## src/rtl/hazard_forward_unit.sv

```systemverilog
// rtl/hazard_forward_unit.sv - forwarding selects, hazard stalls and multicycle interlock for the 5-stage pipeline
//
// Ports:
//   clk, rst           clock, asynchronous active-high reset
//   id_src, id_branch  ID-stage source registers (operand i at [i*AW +: AW]) and branch-in-ID flag
//   idex_*             ID/EX sources, regwrite, memread (load) and destination
//   exmem_*            EX/MEM regwrite, memread and destination
//   memwb_*            MEM/WB regwrite and destination
//   md_start           ID/EX holds a multicycle op entering EX
//   fwd_alu            per-operand ALU select (2 bits each): 00 regfile, 10 EX/MEM, 01 MEM/WB
//   fwd_br             per-operand branch comparator select: 1 = EX/MEM
//   stall, flush_idex  hold PC and IF/ID, bubble ID/EX
//   md_busy            multicycle unit busy
//   stall_count        saturating count of stall cycles
module hazard_forward_unit #(
    parameter int AW      = 5,
    parameter int NSRC    = 2,
    parameter int REG_OUT = 1,
    parameter int MD_LAT  = 4,
    parameter int CNT_W   = 16
) (
    input  logic                 clk,
    input  logic                 rst,
    input  logic [NSRC*AW-1:0]   id_src,
    input  logic                 id_branch,
    input  logic [NSRC*AW-1:0]   idex_src,
    input  logic                 idex_regwrite,
    input  logic                 idex_memread,
    input  logic [AW-1:0]        idex_rd,
    input  logic                 exmem_regwrite,
    input  logic                 exmem_memread,
    input  logic [AW-1:0]        exmem_rd,
    input  logic                 memwb_regwrite,
    input  logic [AW-1:0]        memwb_rd,
    input  logic                 md_start,
    output logic [2*NSRC-1:0]    fwd_alu,
    output logic [NSRC-1:0]      fwd_br,
    output logic                 stall,
    output logic                 flush_idex,
    output logic                 md_busy,
    output logic [CNT_W-1:0]     stall_count
);

    localparam int CW = (MD_LAT > 1) ? $clog2(MD_LAT) : 1;

    localparam logic [0:0] ST_IDLE = 1'b0;
    localparam logic [0:0] ST_BUSY = 1'b1;

    // A stage "hits" a register when it writes that register and it is not r0.
    function automatic logic hit(input logic we, input logic [AW-1:0] rd, input logic [AW-1:0] r);
        return we && (rd != '0) && (rd == r);
    endfunction

    logic [2*NSRC-1:0] alu_sel;
    logic [NSRC-1:0]   br_sel;
    logic              h_lu;
    logic              h_ba;
    logic              h_bl;
    logic [0:0]        state;
    logic [CW-1:0]     cnt;

    always_comb begin
        alu_sel = '0;
        br_sel  = '0;
        h_lu    = 1'b0;
        h_ba    = 1'b0;
        h_bl    = 1'b0;
        for (int i = 0; i < NSRC; i++) begin
            // EX/MEM holds the newer value, so it wins over MEM/WB.
            if (hit(exmem_regwrite, exmem_rd, idex_src[i*AW +: AW]))
                alu_sel[2*i +: 2] = 2'b10;
            else if (hit(memwb_regwrite, memwb_rd, idex_src[i*AW +: AW]))
                alu_sel[2*i +: 2] = 2'b01;
            // A load in EX/MEM has no data yet; the branch waits instead of forwarding.
            br_sel[i] = id_branch && hit(exmem_regwrite, exmem_rd, id_src[i*AW +: AW]) && !exmem_memread;
            h_lu = h_lu | hit(idex_memread, idex_rd, id_src[i*AW +: AW]);
            h_ba = h_ba | (id_branch && hit(idex_regwrite, idex_rd, id_src[i*AW +: AW]));
            h_bl = h_bl | (id_branch && hit(exmem_memread, exmem_rd, id_src[i*AW +: AW]));
        end
    end

    generate
        if (REG_OUT != 0) begin : g_reg
            always_ff @(posedge clk or posedge rst) begin
                if (rst) begin
                    fwd_alu <= '0;
                    fwd_br  <= '0;
                end else begin
                    fwd_alu <= alu_sel;
                    fwd_br  <= br_sel;
                end
            end
        end else begin : g_comb
            assign fwd_alu = alu_sel;
            assign fwd_br  = br_sel;
        end
    endgenerate

    assign md_busy    = (state == ST_BUSY);
    assign stall      = h_lu | h_ba | h_bl | md_busy;
    // The multicycle op must stay in ID/EX while busy, so no bubble then.
    assign flush_idex = stall && !md_busy;

    always_ff @(posedge clk or posedge rst) begin
        if (rst) begin
            state <= ST_IDLE;
            cnt   <= '0;
        end else begin
            case (state)
                ST_IDLE: begin
                    if (md_start && !stall) begin
                        state <= ST_BUSY;
                        cnt   <= CW'(MD_LAT - 1);
                    end
                end
                ST_BUSY: begin
                    if (cnt == '0)
                        state <= ST_IDLE;
                    else
                        cnt <= cnt - 1'b1;
                end
                default: state <= ST_IDLE;
            endcase
        end
    end

    always_ff @(posedge clk or posedge rst) begin
        if (rst)
            stall_count <= '0;
        else if (stall && (stall_count != '1))
            stall_count <= stall_count + 1'b1;
    end

endmodule
```

## config.mk

```make
export PLATFORM = sky130hd
export DESIGN_NAME = hazard_forward_unit
export DESIGN_NICKNAME = d
export VERILOG_FILES = /design/src/rtl/hazard_forward_unit.sv
export SDC_FILE = /design/constraint.sdc
export NUM_CORES = 1
export LEC_CHECK = 0
export BUFFER_PORTS_ARGS = -buffer_cell sky130_fd_sc_hd__clkbuf_2
export CORE_MARGIN = 8
export CORE_UTILIZATION = 50
export CTS_BUF_LIST = sky130_fd_sc_hd__clkbuf_4 sky130_fd_sc_hd__clkbuf_8
export DETAILED_ROUTE_END_ITERATION = 10
export PLACE_DENSITY = 0.83
export SYNTH_ARGS = -nofsm -noshare
export SYNTH_HDL_FRONTEND = slang
export SYNTH_SLANG_ARGS = --single-unit
```

## constraint.sdc

```tcl
create_clock -name clk -period 2.7 [get_ports clk]
set_input_delay 0.675 -clock clk [delete_from_list [all_inputs] [get_ports clk]]
set_output_delay 0.675 -clock clk [all_outputs]
set_load 0.005 [all_outputs]
```

==> flow_metrics.py, run 1 <==
metrics = {
    "status": {
        "status": "finished, final reports clean",
    },
    "power": {
        "p_sw_share_pct": 36.6,
        "comb_power_share_pct": 41.6,
        "p_per_area_nw_per_um2": 601,
        "clock_power_share_pct": 13.7,
        "p_leak_nw": 1.08,
        "peakVddDrop_mv": 0.202,
        "seqPwrFrac_pct": 44.7,
        "internal-power_mw": 0.795,
        "p_switching_mw": 0.459,
    },
    "global_routing": {
        "grt_max_degree": 26,
        "grt_pass1_wl_mm": 6.43,
        "antenna_found_initial": 0,
        "first_global_vias": 1601,
        "grt_overflow_total": 0,
        "grt_usage_pct": 14.9,
    },
    "route": {
        "wl_per_cell_um": 13.5,
        "drt-vias-per-instance": 5.00,
        "antenna_left": 0,
        "wl_mm": 3.83,
        "via_count": 1420,
        "drtPass1Iterations": 4,
        "drtIter0Drc": 31,
        "drcViolationCount": 0,
    },
    "timing": {
        "tns_ns": 0,
        "hold_viol_final": 0,
        "rsz0062_at_grt": "false",
        "fin_crit_sh_pct": 95.2,
        "maxSlewViolCount": 0,
        "timing.slew.headroom_pct": 72.3,
        "max_freq_mhz": 389,
        "setup_viol": 0,
        "tightest_slew_ns": 0.412,
        "layout_min_cycle_time_ns": 2.57,
        "fin_skew_ns": 0.00777,
    },
    "synth": {
        "synth_top_area_share_pct": 37.4,
        "synth.distinct_cells": 35,
        "ys_seq_area_share_pct": 37.4,
        "ys_ff_latch": 25,
        "syn_avg_cell_area_um2": 9.89,
        "ys_warn_count": 0,
        "synth_area_leaders": "dfrtp_1, xor2_1, xnor2_1, nor3_2, nand3_1",
        "synth_cells": 169,
        "synthesis.area_um2": 1670,
        "synth_top_area_cell": "dfrtp_1",
        "syn_nets": 215,
    },
    "placement": {
        "portBuffers": 68,
        "dp_hpwl_mm": 3.31,
        "gp_congestion": 0.780,
        "dpl_cell_area_um2": 2050,
    },
    "worst_setup_path": {
        "reg2reg_from": "stall_count[4]",
        "rrSetupSlack_ns": 0.74,
        "crit_path_max_incr_delay_ns": 0.37,
        "worst_path_max_delay_cell": "a211oi_2",
        "crit_arrival_ns": 1.89,
        "worstSetupPathType": "in2out",
        "worst_r2r_path_depth": 7,
        "cp.buffers_inverters": 2,
        "critical_path_required_ns": 2.03,
        "cp-end-kind": "output port",
        "critPathMaxFanout": 3,
        "rr_endpoint": "stall_count[13]",
        "path_cells": "clkbuf_2 -> xor2_1 -> nor3_2 -> nand3_1 -> a211oi_2 -> nor2_1 -> nor2_1 -> clkbuf_2",
        "crit_path_start_kind": "input port",
        "crit_family": "simple AND/OR/NAND/NOR gates",
    },
    "layout": {
        "layout-drive-gt1-share_pct": 36.1,
        "antenna-diode-count": 0,
        "final_common_cell": "clkbuf_2",
        "ff_latch_area_um2": 626,
        "fill_cells": 271,
        "multiInputGateArea_um2": 992,
        "nets": 285,
        "final_area_um2": 2090,
        "area_delta_synth_final_pct": 24.9,
        "final_cell_mix": "clkbuf_2, xor2_1, dfrtp_1",
    },
    "die": {
        "start_util_pct": 50.9,
        "core_area_um2": 3280,
        "die_h_um": 73.8,
        "rows": 21,
        "ioPinCount": 69,
        "fp.dieW_um": 73.8,
        "die_area_um2": 5450,
    },
    "clock_network": {
        "htreeDepth": 1,
        "cts_buffers": 3,
        "path_clk_slew_ns": 0.13,
        "root_buffer": "clkbuf_4",
        "cts.sinks": 25,
        "cts_tree": "yes",
        "post-cts-setup-buffers": 0,
        "clk_latency_ns": 0.32,
        "cts.path.max_buffers": 2,
    },
    "job": {
        "maxCapViolations": 0,
    },
    "min_path": {
        "hp-class": "in2async",
    },
}
## power by group through the flow
stage	Clock, mW	Sequential [mW]	Combinational (mW)
after detailed placement	0	0.569	0.532
after floorplan	0	0.557	0.334
after global routing	0.195	0.577	0.581
after CTS	0.179	0.562	0.534
after global placement	0	0.565	0.518
final	0.172	0.560	0.522
## tightest hold or removal path, delay by kind of cell
| kind | cells | cell delay (ns) |
|---|---|---|
| buffers and inverters | 3 | 0.41 |
## sequential cells by signal, summed over array words and instances, names as in the netlist
| signal | flops |
|---|---|
| stall_count | 16 |
| md_busy | 1 |
| fwd_alu | 4 |
| fwd_br | 2 |
| cnt | 2 |
## how the worst max path moves through the flow
stage / from / to / depth (start not counted)
floorplan: idex_rd[1] / stall / 6
global placement: id_src[7] / flush_idex / 8
detailed placement: idex_rd[3] / flush_idex / 8
CTS: idex_rd[3] / flush_idex / 8
global route: idex_rd[3] / flush_idex / 8
finish: idex_rd[3] / flush_idex / 8
## final cells by class
class,instances,area share [%]
clock buffer,4,1.44
inverter,5,0.899
multi-input combinational,133,47.5
sequential,25,30.0
tap,46,2.76
timing repair buffer,71,17.4
## cells by family after synthesis
kind of cell | synth area share [%]
compound gates | 4.42
mux | 0.898
fa+ha+maj | 1.50
buf+inv | 3.67
xor+xnor | 28.3
flops | 37.4
simple gates | 23.8
## repair_timing
item | in CTS | in global routing
hold endpoints to repair | 0 | 0
endpoints found under the setup margin | 0 | 1
hold buffers | 0 | 0
resized for setup | 0 | 1
## routing by layer
metal	vias up	GRT usage [%]	wire (µm)
li1	708	-	-
met1	653	15.8	1620
met2	54	27.5	1930
met3	5	3.68	236
met4	0	5.54	52
met5	-	0	0
## metrics by stage
stage          setup slack [ns]  std cells  hold slack [ns]  util [%]  power [mW]
2_1_floorplan             0.188        169            0.477         -       0.890
3_3_place_gp              0.169        280            0.470      62.4        1.08
3_5_place_dp              0.117        280            0.478      62.4        1.10
4_1_cts                   0.115        284            0.355      63.3        1.28
5_1_grt                  0.0117        284            0.382      63.5        1.35
6_report                  0.130        284            0.352      63.5        1.25
## synth_stat cells, drive strengths merged
cell type  number
nor3           10
mux2            1
inv             5
nand4           1
a211oi          2
dfrtp          25
and4bb          1
nand2           9
xnor2          16
or4             4
nor4            4
nor3b           2
a21o            1
ha              2
a31oi           1
and4            1
o31a            1
nor2b           1
and3            6
xor2           38
nand2b          2
a21oi           3
nor2           13
nand3          10
o21ai           1
o21a            1
nand4b          2
buf             6
No activity file was read; power rests on OpenSTA's default activity.
==> run 2, diff against run 1 <==
Settings changed: BUFFER_PORTS_ARGS -buffer_cell sky130_fd_sc_hd__clkbuf_2 to unset, CORE_UTILIZATION 50 to 58, CTS_BUF_LIST sky130_fd_sc_hd__clkbuf_4 sky130_fd_sc_hd__clkbuf_8 to unset, DONT_BUFFER_PORTS set to 1, PLACE_DENSITY 0.83 to 0.74.
==> run 2 against run 1 <==
Net effect:
- via count is 15% lower
- combinational power is 29% lower
- core utilization is 1.8 points lower
- sequential cell count stayed put
- clock skew is 0.0051 ns lower
- global-route usage is 0.48 points lower
- critical path type unchanged
- highest routed layer unchanged
==> flow_metrics.py, run 2 (synthesis gave the netlist of run 1 again) <==
metrics = {
    "status": {
        "status": "finished, final reports clean",
    },
    "worst_setup_path": {
        "rrSetupSlack_ns": 0.69,
        "critical_path_required_ns": 2.03,
        "crit_path_start_kind": "input port",
        "reg2reg_from": "stall_count[4]",
        "cp_common_cell": "nor2_1",
        "path_cells": "xor2_1 -> nor3_2 -> nand3_1 -> a211oi_2 -> nor2_1 -> nor2_1",
        "crit_start": "idex_rd[3]",
        "worstSetupPathType": "in2out",
        "crit_end": "flush_idex",
        "cp-end-kind": "output port",
        "crit_path_max_incr_delay_ns": 0.37,
        "critPathMaxFanout": 3,
        "crit_arrival_ns": 1.67,
        "worst_path_max_delay_cell": "a211oi_2",
        "rr_endpoint": "stall_count[13]",
        "worst_r2r_path_depth": 7,
    },
    "layout": {
        "final_common_cell": "xor2_1",
        "largest_registers": "stall_count (16), fwd_alu (4)",
        "area_delta_synth_final_pct": 1.87,
        "largest_reg_flops": 16,
        "nets": 215,
        "top_register": "stall_count",
        "final_cell_mix": "xor2_1, dfrtp_1, xnor2_1",
        "antenna-diode-count": 0,
        "layout-drive-gt1-share_pct": 9.52,
        "finalNonFillerCells": 199,
    },
    "clock_network": {
        "cts_tree": "yes",
        "clk_latency_ns": 0.31,
        "cts_resized": 0,
        "post-cts-setup-buffers": 0,
        "root_buffer": "clkbuf_4",
        "cts.path.max_buffers": 2,
        "cts_buffers": 3,
        "htreeDepth": 1,
        "path_clk_slew_ns": 0.13,
        "cts.sinks": 25,
        "cts_hold_buf": 0,
    },
    "die": {
        "start_util_pct": 60.6,
        "ioPinCount": 69,
        "die_h_um": 69.7,
        "fp.dieW_um": 69.7,
        "core_area_um2": 2760,
        "rows": 19,
        "die_area_um2": 4860,
    },
    "global_routing": {
        "grt_max_degree": 26,
        "first_global_vias": 1333,
        "antenna_found_initial": 0,
        "grt_usage_pct": 14.4,
        "grt_pass1_wl_mm": 6.02,
        "grt_overflow_total": 0,
    },
    "placement": {
        "place_inst": 195,
        "portBuffers": 0,
        "gp_congestion": 0.792,
        "dp_hpwl_mm": 3.06,
        "place_ws_ns": 0.337,
    },
    "power": {
        "power_mw": 1.12,
        "p_leak_nw": 0.782,
        "peakVddDrop_mv": 0.571,
        "p_per_area_nw_per_um2": 657,
    },
    "route": {
        "via_count": 1208,
        "drtPass1Iterations": 4,
        "wl_per_cell_um": 18.3,
        "met3_wirelength_um": 582,
        "antenna_left": 0,
        "wl_mm": 3.65,
        "routed-wl-met2_mm": 1.86,
        "drt-vias-per-instance": 6.07,
        "met1_length_mm": 1.17,
        "drtIter0Drc": 47,
        "drcViolationCount": 0,
        "top_layer": "met4",
    },
    "timing": {
        "rsz0062_at_grt": "false",
        "fin_crit_sh_pct": 86.9,
        "fin_skew_ns": 0.00263,
        "layout_min_cycle_time_ns": 2.35,
        "tightest_slew_ns": 0.908,
        "maxSlewViolCount": 0,
        "hold_viol_final": 0,
        "timing.slew.headroom_pct": 39.4,
        "fin_ws_ns": 0.355,
        "tns_ns": 0,
        "max_freq_mhz": 426,
        "setup_viol": 0,
    },
    "job": {
        "maxCapViolations": 0,
    },
    "min_path": {
        "hp-class": "in2async",
    },
}
-- run 2: area by class of cell --
cell class              count  area, µm²
repair buffers              1       7.51
well taps                  31       38.8
flip-flops and latches     25        626
fillers                   226       1050
clock inverters             1       5.00
inverters                   5       18.8
multi-input cells         133        985
clock buffers               3       22.5
-- run 2: how the worst min path moves through the flow --
stage | slack (ns) | depth (start not counted) | start | endpoint
final | 0.43 | 1 | rst | fwd_alu[2]
after CTS | 0.46 | 1 | rst | fwd_alu[2]
after floorplan | 0.48 | 1 | stall_count[12] | stall_count[12]
after detailed placement | 0.51 | 1 | stall_count[12] | stall_count[12]
after global placement | 0.49 | 1 | cnt[0] | cnt[0]
after global routing | 0.49 | 1 | rst | fwd_alu[2]
-- run 2: report_power, final --
part	internal [mW]	leakage, nW	switching [mW]
clock	0.0553	0.0177	0.105
combinational	0.189	0.439	0.185
sequential	0.461	0.325	0.124
total	0.705	0.782	0.414
-- run 2: per-layer routing --
metal / track usage (%) / vias up
met5: 0 / -
met4: 6.03 / 0
met3: 9.44 / 4
met2: 26.1 / 61
met1: 12.1 / 573
li1: - / 570
-- run 2: stage by stage --
| step | utilization (%) | hold slack (ns) | instance area, µm² |
|---|---|---|---|
| 4_1_cts | 61.8 | 0.456 | 1700 |
| 6_report | 61.8 | 0.431 | 1700 |
| 3_3_place_gp | 60.8 | 0.495 | 1680 |
| 5_1_grt | 61.8 | 0.485 | 1700 |
| 2_1_floorplan | - | 0.477 | 1670 |
| 3_5_place_dp | 60.8 | 0.511 | 1680 |
-- run 2: critical path, delay by kind of cell --
family / cells / cell delay, ns
and+or+nand+nor: 4 / 0.48
AOI/OAI and AO/OA: 1 / 0.37
xor gates and xnor gates: 1 / 0.15
==> run 3, diff against run 2 <==
Settings changed: CELL_PAD_IN_SITES_DETAIL_PLACEMENT set to 1, CELL_PAD_IN_SITES_GLOBAL_PLACEMENT set to 1, CORE_UTILIZATION 58 to 46, PLACE_DENSITY 0.74 to unset, PLACE_DENSITY_LB_ADDON set to 0.1.
==> run 3 against run 2 <==
Net effect:
- design area increased by 1.7%
- critical path type unchanged
- die area increased by 20%
- wire length increased by 13%
- first-iteration DRC count decreased by 2.1%
- global-route usage decreased by 0.55 points
- critical endpoint unchanged
==> flow_metrics.py, run 3 (synthesis gave the netlist of run 1 again) <==
metrics = {
    "status": {
        "status": "finished, final reports clean",
    },
    "die": {
        "die_h_um": 76.3,
        "core_area_um2": 3580,
        "start_util_pct": 46.7,
        "fp.dieW_um": 76.3,
        "rows": 22,
        "die_area_um2": 5820,
        "ioPinCount": 69,
    },
    "placement": {
        "place_inst": 213,
        "dp_hpwl_mm": 3.45,
        "gp_congestion": 0.686,
        "portBuffers": 0,
        "place_ws_ns": 0.264,
    },
    "global_routing": {
        "grt_pass1_wl_mm": 6.76,
        "grt_overflow_total": 0,
        "first_global_vias": 1377,
        "grt_usage_pct": 13.9,
        "grt_max_degree": 26,
        "antenna_found_initial": 0,
    },
    "clock_network": {
        "path_clk_slew_ns": 0.14,
        "clk_latency_ns": 0.32,
        "cts_tree": "yes",
        "cts.sinks": 25,
        "cts_resized": 0,
        "cts.path.max_buffers": 2,
        "cts_hold_buf": 0,
        "htreeDepth": 1,
        "cts_buffers": 3,
        "post-cts-setup-buffers": 0,
        "root_buffer": "clkbuf_4",
    },
    "timing": {
        "layout_min_cycle_time_ns": 2.38,
        "tns_ns": 0,
        "max_freq_mhz": 420,
        "whs_ns": 0.440,
        "fin_crit_sh_pct": 88.2,
        "fin_ws_ns": 0.320,
        "tightest_slew_ns": 0.948,
        "maxSlewViolCount": 0,
        "setup_viol": 0,
        "fin_skew_ns": 0.00815,
        "rsz0062_at_grt": "false",
        "hold_viol_final": 0,
        "timing.slew.headroom_pct": 36.7,
    },
    "power": {
        "peakVddDrop_mv": 0.172,
        "p_per_area_nw_per_um2": 660,
        "p_leak_nw": 0.787,
    },
    "layout": {
        "final_common_cell": "xor2_1",
        "layout-drive-gt1-share_pct": 10.1,
        "finalNonFillerCells": 217,
        "largest_reg_flops": 16,
        "area_delta_synth_final_pct": 3.59,
        "largest_registers": "stall_count (16), fwd_alu (4)",
        "top_register": "stall_count",
        "nets": 216,
        "final_cell_mix": "xor2_1, dfrtp_1, xnor2_1",
        "antenna-diode-count": 0,
    },
    "worst_setup_path": {
        "rrSetupSlack_ns": 0.67,
        "worst_r2r_path_depth": 7,
        "rr_endpoint": "stall_count[13]",
        "cp-end-kind": "output port",
        "crit_arrival_ns": 1.71,
        "reg2reg_from": "stall_count[4]",
        "worstSetupPathType": "in2out",
        "crit_path_start_kind": "input port",
        "critPathMaxFanout": 3,
        "critical_path_required_ns": 2.03,
    },
    "route": {
        "drtIter0Drc": 46,
        "drt-vias-per-instance": 5.68,
        "antenna_left": 0,
        "drtPass1Iterations": 3,
        "wl_per_cell_um": 18.9,
        "drcViolationCount": 0,
        "wl_mm": 4.11,
        "via_count": 1233,
    },
    "min_path": {
        "hp-class": "in2async",
    },
    "job": {
        "maxCapViolations": 0,
    },
}
-- run 3: cell types whose count changed in the layout (fill, tap and decap cells not counted) --
cell and change:
buf_4 +1
-- run 3: power breakdown --
| part | internal (mW) | total [mW] | switching [mW] |
|---|---|---|---|
| clock | 0.0555 | 0.168 | 0.113 |
| sequential | 0.461 | 0.588 | 0.127 |
| combinational | 0.196 | 0.387 | 0.191 |
| total | 0.713 | 1.14 | 0.431 |
-- run 3: worst max path at each step --
stage / cells after the start / startpoint / slack (ns) / end
floorplan: 6 / idex_rd[1] / 0.19 / stall
finish: 6 / idex_rd[3] / 0.32 / flush_idex
global route: 6 / id_src[7] / 0.16 / flush_idex
CTS: 6 / idex_rd[3] / 0.27 / flush_idex
detailed placement: 6 / idex_rd[3] / 0.26 / flush_idex
global placement: 6 / idex_rd[3] / 0.30 / flush_idex
-- run 3: metrics by stage --
stage,cell area [µm²],power (mW),util (%)
6_report,1730,1.14,48.4
5_1_grt,1730,1.24,48.4
4_1_cts,1730,1.16,48.4
3_5_place_dp,1700,0.990,47.6
3_3_place_gp,1700,0.963,47.6
2_1_floorplan,1670,0.890,-
-- run 3: layer usage --
metal  routed length [µm]  global-route usage (%)  vias to the layer above
met1                 1470                    13.5                      600
li1                     -                       -                      569
met4                   61                    5.19                        0
met3                  590                    8.02                        5
met2                 1990                    23.8                       59
met5                    0                       0                        -
-- run 3: area by class of cell --
class / count / area (µm²)
clock buffers: 3 / 22.5
clock inverters: 1 / 5.00
fillers: 424 / 1850
inverters: 5 / 18.8
multi-input cells: 133 / 985
flip-flops and latches: 25 / 626
well taps: 48 / 60.1
repair buffers: 2 / 15.0
-- run 3: critical path: stages --
cell,delay (ns)
xor2_1,0.14
nor3_2,0.17
nand3_1,0.10
a211oi_2,0.39
nor2_1,0.07
nor2_1,0.15
